===== src/rtl/neuron_pkg.sv =====
`default_nettype none
// ============================================================================
//  Module   : neuron_pkg
//  Brief    : Shared constants and the per-bank FILL/FULL state type for the
//             neuron operand feeder.
//  Revision : 1.0 - initial release
// ============================================================================
package neuron_pkg;

    // Default operand width in bits
    localparam int c_DW_DEFAULT = 8;

    // Width of the operand index driven by the neuron
    localparam int c_ADDR_W = 32;

    // A bank either accepts load beats (FILL) or holds a complete set (FULL)
    typedef enum logic [0:0] {
        FILL = 1'b0,
        FULL = 1'b1
    } bank_state_t;

endpackage
`default_nettype wire


===== src/rtl/operand_bank.sv =====
`default_nettype none
// ============================================================================
//  Module   : operand_bank
//  Brief    : N-entry x/w operand register file. Beat index 0..N-1 writes the
//             x entries, N..2N-1 writes the w entries. Reads are combinational
//             and return zero for any index outside 0..N-1.
//  Revision : 1.0 - initial release
// ============================================================================
module operand_bank
    import neuron_pkg::*;
#(
    parameter int N  = 3,
    parameter int DW = c_DW_DEFAULT,
    parameter int BW = $clog2(2 * N)
) (
    input  logic                clk,
    input  logic                i_we,
    input  logic [BW-1:0]       i_waddr,
    input  logic [DW-1:0]       i_wdata,
    input  logic [c_ADDR_W-1:0] i_raddr,
    output logic [DW-1:0]       o_x,
    output logic [DW-1:0]       o_w
);

    logic [DW-1:0] r_x [N];
    logic [DW-1:0] r_w [N];

    // Write the addressed entry; storage is deliberately not reset
    always_ff @(posedge clk) begin
        for (int i = 0; i < N; i++) begin
            if (i_we && (i_waddr == BW'(i))) begin
                r_x[i] <= i_wdata;
            end
            if (i_we && (i_waddr == BW'(i + N))) begin
                r_w[i] <= i_wdata;
            end
        end
    end

    // Zero-latency read; unmatched indices fall through to zero
    always_comb begin
        o_x = '0;
        o_w = '0;
        for (int i = 0; i < N; i++) begin
            if (i_raddr == c_ADDR_W'(i)) begin
                o_x = r_x[i];
                o_w = r_w[i];
            end
        end
    end

endmodule
`default_nettype wire


===== src/rtl/operand_feeder.sv =====
`default_nettype none
// ============================================================================
//  Module   : operand_feeder
//  Brief    : Collects 2N load beats (x[0..N-1] then w[0..N-1]) into an
//             operand bank and serves the completed set to a neuron by index.
//             Define OPERAND_FEEDER_PINGPONG_EN for double buffering, so the
//             next set can load while the current one is being served.
//  Revision : 1.0 - initial release
// ============================================================================
module operand_feeder
    import neuron_pkg::*;
#(
    parameter int N  = 3,
    parameter int DW = c_DW_DEFAULT
) (
    input  logic                clk,
    input  logic                rst,
    input  logic                ld_valid,
    input  logic [DW-1:0]       ld_data,
    output logic                ld_ready,
    input  logic [c_ADDR_W-1:0] Adr,
    output logic [DW-1:0]       x,
    output logic [DW-1:0]       w,
    output logic                bank_ready,
    input  logic                consume
);

    localparam int              c_BEATS = 2 * N;
    localparam int              c_BW    = $clog2(c_BEATS);
    localparam logic [c_BW-1:0] c_LAST  = c_BW'(c_BEATS - 1);
    localparam logic [c_BW-1:0] c_ONE   = c_BW'(1);

    logic [c_BW-1:0] r_cnt;
    logic            w_accept;
    logic            w_last;
    logic            w_consume;
    logic [DW-1:0]   w_rd_x;
    logic [DW-1:0]   w_rd_w;

    assign w_accept  = ld_valid & ld_ready;
    assign w_last    = w_accept && (r_cnt == c_LAST);
    assign w_consume = consume & bank_ready;

    // Beat counter: advances per accepted beat, wraps after the last beat
    always_ff @(posedge clk or negedge rst) begin
        if (!rst) begin
            r_cnt <= '0;
        end else if (w_accept) begin
            r_cnt <= w_last ? '0 : r_cnt + c_ONE;
        end
    end

`ifdef OPERAND_FEEDER_PINGPONG_EN

    bank_state_t   r_state    [2];
    bank_state_t   w_state_nx [2];
    logic          r_fill_idx;
    logic          r_srv_idx;
    logic          w_fill_nx;
    logic          w_srv_nx;
    logic [DW-1:0] w_bank_x   [2];
    logic [DW-1:0] w_bank_w   [2];

    assign ld_ready   = (r_state[r_fill_idx] == FILL);
    assign bank_ready = (r_state[r_srv_idx] == FULL);
    assign w_rd_x     = w_bank_x[r_srv_idx];
    assign w_rd_w     = w_bank_w[r_srv_idx];

    // Bank state and index update. A consume and a completing fill may land
    // in the same cycle: they always touch different banks. The fill index
    // moves on whenever its bank is full and the other bank is free, which
    // also covers the case where the other bank is freed later by a consume.
    always_comb begin
        w_state_nx[0] = r_state[0];
        w_state_nx[1] = r_state[1];
        w_srv_nx      = r_srv_idx;
        w_fill_nx     = r_fill_idx;
        if (w_consume) begin
            w_state_nx[r_srv_idx] = FILL;
            w_srv_nx              = ~r_srv_idx;
        end
        if (w_last) begin
            w_state_nx[r_fill_idx] = FULL;
        end
        if ((w_state_nx[r_fill_idx] == FULL) && (w_state_nx[~r_fill_idx] == FILL)) begin
            w_fill_nx = ~r_fill_idx;
        end
    end

    // Bank state and index registers
    always_ff @(posedge clk or negedge rst) begin
        if (!rst) begin
            r_state[0] <= FILL;
            r_state[1] <= FILL;
            r_fill_idx <= 1'b0;
            r_srv_idx  <= 1'b0;
        end else begin
            r_state[0] <= w_state_nx[0];
            r_state[1] <= w_state_nx[1];
            r_fill_idx <= w_fill_nx;
            r_srv_idx  <= w_srv_nx;
        end
    end

    for (genvar b = 0; b < 2; b++) begin : g_bank
        operand_bank #(
            .N  (N),
            .DW (DW),
            .BW (c_BW)
        ) u_bank (
            .clk     (clk),
            .i_we    (w_accept && (r_fill_idx == 1'(b))),
            .i_waddr (r_cnt),
            .i_wdata (ld_data),
            .i_raddr (Adr),
            .o_x     (w_bank_x[b]),
            .o_w     (w_bank_w[b])
        );
    end

`else

    bank_state_t r_state;
    bank_state_t w_state_nx;

    assign ld_ready   = (r_state == FILL);
    assign bank_ready = (r_state == FULL);

    // Single bank: fills to FULL on the last beat, frees on consume
    always_comb begin
        w_state_nx = r_state;
        case (r_state)
            FILL:    if (w_last)    w_state_nx = FULL;
            FULL:    if (w_consume) w_state_nx = FILL;
            default: w_state_nx = FILL;
        endcase
    end

    // Bank state register
    always_ff @(posedge clk or negedge rst) begin
        if (!rst) begin
            r_state <= FILL;
        end else begin
            r_state <= w_state_nx;
        end
    end

    operand_bank #(
        .N  (N),
        .DW (DW),
        .BW (c_BW)
    ) u_bank (
        .clk     (clk),
        .i_we    (w_accept),
        .i_waddr (r_cnt),
        .i_wdata (ld_data),
        .i_raddr (Adr),
        .o_x     (w_rd_x),
        .o_w     (w_rd_w)
    );

`endif

    // Operands are only visible while a complete set is served
    assign x = bank_ready ? w_rd_x : '0;
    assign w = bank_ready ? w_rd_w : '0;

endmodule
`default_nettype wire


===== config.mk =====
export PLATFORM = sky130hd
export DESIGN_NAME = operand_feeder
export DESIGN_NICKNAME = d
export VERILOG_FILES = /design/src/rtl/neuron_pkg.sv /design/src/rtl/operand_bank.sv /design/src/rtl/operand_feeder.sv
export SDC_FILE = /design/constraint.sdc
export NUM_CORES = 1
export LEC_CHECK = 0
export CAP_MARGIN = 20
export CELL_PAD_IN_SITES_DETAIL_PLACEMENT = 1
export CELL_PAD_IN_SITES_GLOBAL_PLACEMENT = 1
export CORE_MARGIN = 1.5
export CORE_UTILIZATION = 40
export CTS_CLUSTER_SIZE = 28
export DETAILED_ROUTE_END_ITERATION = 10
export DONT_BUFFER_PORTS = 1
export PLACE_DENSITY = 0.72
export SLEW_MARGIN = 10
export SYNTH_ARGS = -nofsm -noshare
export SYNTH_HDL_FRONTEND = slang
export SYNTH_SLANG_ARGS = --single-unit

===== constraint.sdc =====
create_clock -name clk -period 4.4 [get_ports clk]
set_input_delay 1.32 -clock clk [delete_from_list [all_inputs] [get_ports clk]]
set_output_delay 1.32 -clock clk [all_outputs]
set_load 0.03 [all_outputs]

# Word level (Yosys, flattened, before mapping)
# Memories as Yosys holds them, arrays and structs flattened.
# Index checks and enable logic that the tools add are counted.
# Widths: inputs -> output; s select.
[totals] regBits=4 ramBits=48 input_bits=44 output_inout_bits=18 n_memories=2
[memory_table] name="u_bank.r_w" words=3 word_bits=8 rd=3 rd_clocked_by_memory_dff=0 write_ports=1 line="operand_bank.sv:26" text="logic [DW-1:0] r_w [N];"
[memory_table] name="u_bank.r_x" words=3 word_bits=8 rd=3 rd_clocked_by_memory_dff=0 write_ports=1 line="operand_bank.sv:25" text="logic [DW-1:0] r_x [N];"
[op_classes] n_addsub=1 eq_ne=7 n_mux=35 bitwise_logic=3 n_reduce_logical=12
[ops] operator="$mux 8" n=12
[ops] operator="$eq 32x1->1 const B" n=1
[ops] operator="$eq 32x2->1 const B" n=1
[ops] operator="$logic_not 32->1" n=1
[ops] operator="$reduce_or 8->1" n=4
[ops] operator="$mux 1" n=17
[ops] operator="$mux 2" n=4
[ops] operator="$eq 3x2->1 const B" n=2
[ops] operator="$eq 3x3->1 const B" n=2
[ops] operator="$logic_and 1x1->1" n=6
[ops] operator="$add 3x1->3 const B" n=1
[ops] operator="$eq 3x1->1 const B" n=1
[ops] operator="$logic_not 3->1" n=1
[ops] operator="$mux 3" n=1
[ops] operator="$and 1x1->1" n=2
[ops] operator="$pmux 1 s2" n=1
[ops] operator="$not 1->1" n=1

# Longest topological paths before layout
[depth] depth_word=8 ltp_mapped=6 depth_no_buf=4

# Modules after synthesis
# Synthesis repeated with hierarchy kept, for this count alone.
[hier_totals] cells_unflattened=179 hier_area_um2=2346.0
[modules_own_cells] module="operand_bank" n_inst=1 cells_each=142 area_each_um2=2021.9 seq_area_each_um2=1441.4
[modules_own_cells] module="operand_feeder" n_inst=1 cells_each=37 area_each_um2=324.1 seq_area_each_um2=100.1

# Worst setup path before layout
# Ideal clock, no wire load.
[synth_path] path_kind="input -> output" from="in Adr[19]" to="out w[7]" arrival_ns=2.886 t_required_ns=3.080 path_slack_ns=0.194 cell_stages=3 path_buffers=0 path_cell_list="nor4_1 > nand4_2 > nor4_1"
[synth_between] elab_chain_len=5 elab_cells_between_ends=7 cone_classes="eq/ne (2); mux (4); reduce/logical (1)"
[synth_lines] element="from (decl)" line="operand_feeder.sv:21" text="input logic [c_ADDR_W-1:0] Adr,"
[synth_lines] element="$logic_not 32->1" line="operand_bank.sv:45" text="if (i_raddr == c_ADDR_W'(i)) begin"
[synth_lines] element="$mux 8 (2 in a row)" line="operand_bank.sv:45"
[synth_lines] element="$mux 8 (*)" line="operand_bank.sv:45"
[synth_lines] element="$mux 8 (*)" line="operand_feeder.sv:166" text="assign w = bank_ready ? w_rd_w : '0;"
[synth_lines] element="to (decl)" line="operand_feeder.sv:23" text="output logic [DW-1:0] w,"
# Mark *: on every way between the ends. The rest lies on a longest branch, timed or not.

# Worst setup path in the final report
[layout_path] from="in Adr[4]" to="out x[4]"
[layout_between] elab_chain_len=5 elab_cells_between_ends=7 cone_classes="eq/ne (2); mux (4); reduce/logical (1)"
[layout_lines] element="$logic_not 32->1" line="operand_bank.sv:45"
[layout_lines] element="$mux 8 (2 in a row)" line="operand_bank.sv:45"
[layout_lines] element="$mux 8 (*)" line="operand_bank.sv:45"
[layout_lines] element="$mux 8 (*)" line="operand_feeder.sv:165" text="assign x = bank_ready ? w_rd_x : '0;"
[layout_lines] element="to (decl)" line="operand_feeder.sv:22" text="output logic [DW-1:0] x,"
# Marked as above.

==> impl_metrics.toml <==
[layout]
layout.cells.non_filler = 243
fin_util_pct = 46.8
fill_cells = 561
area_growth_pct = 11.9
fin_nets = 219
multiInputGateArea_um2 = 692
antenna-diode-count = 0
seqCellArea_mm2 = 0.00154
drive_gt1_share_pct = 24.0

[timing]
period_minus_slack_ns = 4.03
fin_ws_ns = 0.373
finalSetupViolCount = 0
final_hold_viol_count = 0
fmax_ghz = 0.248
tns_ns = 0
rsz0062_at_grt = "no"
min_period_over_period_pct = 91.5
worst_pin_slew_ns = 0.815
max_slew_margin_pct = 45.5
fin_skew_ns = 0.00363
slew_violations = 0

[clock_tree]
post_cts_resized = 0
cts_setup_buffers = 0
cts_made_buffers = 5
h-tree-depth = 2
cts-root-buf = "clkbuf_8"
cts_tree = "done"
cts_hold_repair.buffers = 0
clk_latency_ns = 0.29
cts_sinks = 52
ctsLongestPathBuffers = 2
clkSlewWorstSetupHoldPaths_ns = 0.08

[global_route]
grtUsageTotal_pct = 15.7
grt_pass1_wl_um = 7250
grt_pass1_vias = 1489
grt-ovfl-total = 0
antenna_found_initial = 0
grt_max_degree = 18

[route]
vias_per_cell = 5.58
vias = 1357
met2_length_um = 2460
drtPass1Iterations = 4
wl_per_cell_um = 18.7
initialDrtViolationCount = 44
wl_met3_um = 261
finalWirelength_um = 4550
top_layer = "met4"
ant_nets = 0
drc = 0
drt-met1-wl_um = 1750

[die]
io_pins = 62
die_w_um = 79.1
core_area_mm2 = 0.00554
rows = 27
die_h_um = 79.1
die_area_mm2 = 0.00626
start_util_pct = 41.8

[placement]
place_inst = 235
io_buffer_count = 0
pre_cts_ws_ns = 0.330
gp_congestion = 0.771
dp_hpwl_um = 3400

[critical_path]
crit_path_end_kind = "output port"
cp_data_required_time_ns = 3.08
r2r-start = "bank_ready"
startpoint = "Adr[4]"
start_kind = "primary input"
path_class = "in -> out"
crit_arrival_ns = 2.71
critPathMaxFanout = 10
reg2regPathDepth = 3

[logic_synthesis]
synth_area_leaders = "edfxtp_1, mux2i_1, a2bb2oi_1"
netlist_area_mm2 = 0.00232
syn_area_per_cell_um2 = 15.4
yosysWarnings = 0
synth-seq-cells = 52
syn_nets = 200
syn_inst = 151
yosysTopAreaCell = "edfxtp_1"
synth.distinct_cells = 24
yosysSeqAreaShare_pct = 66.5
synth_top_area_share_pct = 62.2

[power_and_ir_drop]
p_leak_nw = 0.909
power_density_mw_per_mm2 = 423
ir_drop_v = 0.000218

[hold_path]
hp-class = "reg -> reg"
hold_depth = 2
hp-start = "r_cnt[1]"

[run]
maxCapViolCount = 0

[run_status]
status = "finished, final reports clean"
==> registers in the layout, indices dropped and copies added (netlist names) <==
register / cells
u_bank.r_x: 24
u_bank.r_w: 24
r_cnt: 3
bank_ready: 1
==> final cells by class <==
class                           count  share of cell area [%]
Timing Repair Buffer               22                    6.36
Sequential cell                    52                    59.4
Clock buffer                        5                    2.65
Inverter                            5                   0.723
Multi-Input combinational cell     84                    26.7
Tap cell                           72                    3.47
Clock inverter                      3                   0.723
==> worst paths after layout <==
| kind | endpoint | slack (ns) |
|---|---|---|
| max | x[4] | 0.37 |
| min | r_cnt[1] | 0.57 |
| max reg2reg | u_bank.r_x[0][15] | 2.41 |
| min reg2reg | r_cnt[1] | 0.57 |
| max in group asynchronous | bank_ready | 3.62 |
| min in group asynchronous | r_cnt[1] | 0.71 |
==> placed cells by master, fill, tap and decap left out <==
cell        synthesis  layout
clkinv_1            0       1
dfrtp_1             4       4
a2bb2oi_1          16      16
nor2b_1             1       1
ha_1                5       5
clkbuf_8            0       5
mux2i_1            16      16
and3_1              1       1
nor2_1              6       6
nor3b_1             1       1
nand2_1             7       7
nand4_2             1       1
o22ai_1             1       1
or3_1               1       1
a21o_1              1       1
nand2b_1            1       1
nor4_1             12      12
inv_2               1       1
nor4_2             10      10
buf_4               0      22
edfxtp_1           48      48
inv_1               4       4
clkinvlp_4          0       2
nand4_1             1       1
o21ai_0             3       3
==> per-stage QoR <==
stage | instance area, um^2 | total power (W) | hold slack, ns
6_report | 2590 | 0.00110 | 0.567
5_1_grt | 2590 | 0.00115 | 0.621
4_1_cts | 2590 | 0.00111 | 0.567
3_5_place_dp | 2510 | 0.000859 | 0.548
3_3_place_gp | 2510 | 0.000837 | 0.517
2_1_floorplan | 2320 | 0.000804 | 0.492
==> synth_stat cells <==
cell        n
mux2i_1    16
a21o_1      1
nor4_2     10
ha_1        5
a2bb2oi_1  16
nand4_1     1
nor2_1      6
or3_1       1
inv_2       1
dfrtp_1     4
o22ai_1     1
nand2_1     7
buf_6       3
clkbuf_1    2
o21ai_0     3
and3_1      1
nand4_2     1
edfxtp_1   48
nor3b_1     1
nor2b_1     1
inv_1       4
nand2b_1    1
buf_2       5
nor4_1     12
==> worst max-delay path: stages <==
cell and delay [ns]:
nor4_1 0.32, nand4_2 0.28, buf_4 0.27, nor4_2 0.30, buf_4 0.21
==> layer usage <==
metal  vias up  GRT usage (%)
li1        632              -
met1       656           16.3
met2        61           30.9
met3         8           3.22
met4         0           5.44
met5         -              0
==> where the power goes <==
| group | internal, W | switching, W | leakage (nW) | total, W |
|---|---|---|---|---|
| clock network | 0.000110 | 0.000144 | 0.0378 | 0.000254 |
| registers | 0.000628 | 0.0000377 | 0.487 | 0.000666 |
| logic | 0.0000634 | 0.000115 | 0.383 | 0.000179 |
==> logic make-up (layout without fill, tap and decap cells) <==
logic type / after synthesis / count (layout) / synth area share, %
buffers and inverters: 15 / 35 / 3.67
AO/OA/AOI/OAI: 21 / 21 / 7.29
multiplexers: 16 / 16 / 6.91
adder cells (fa/ha/maj): 5 / 5 / 2.70
AND/OR/NAND/NOR: 42 / 42 / 13.0
flip-flops: 52 / 52 / 66.5
(Power assumes the default switching activity.)
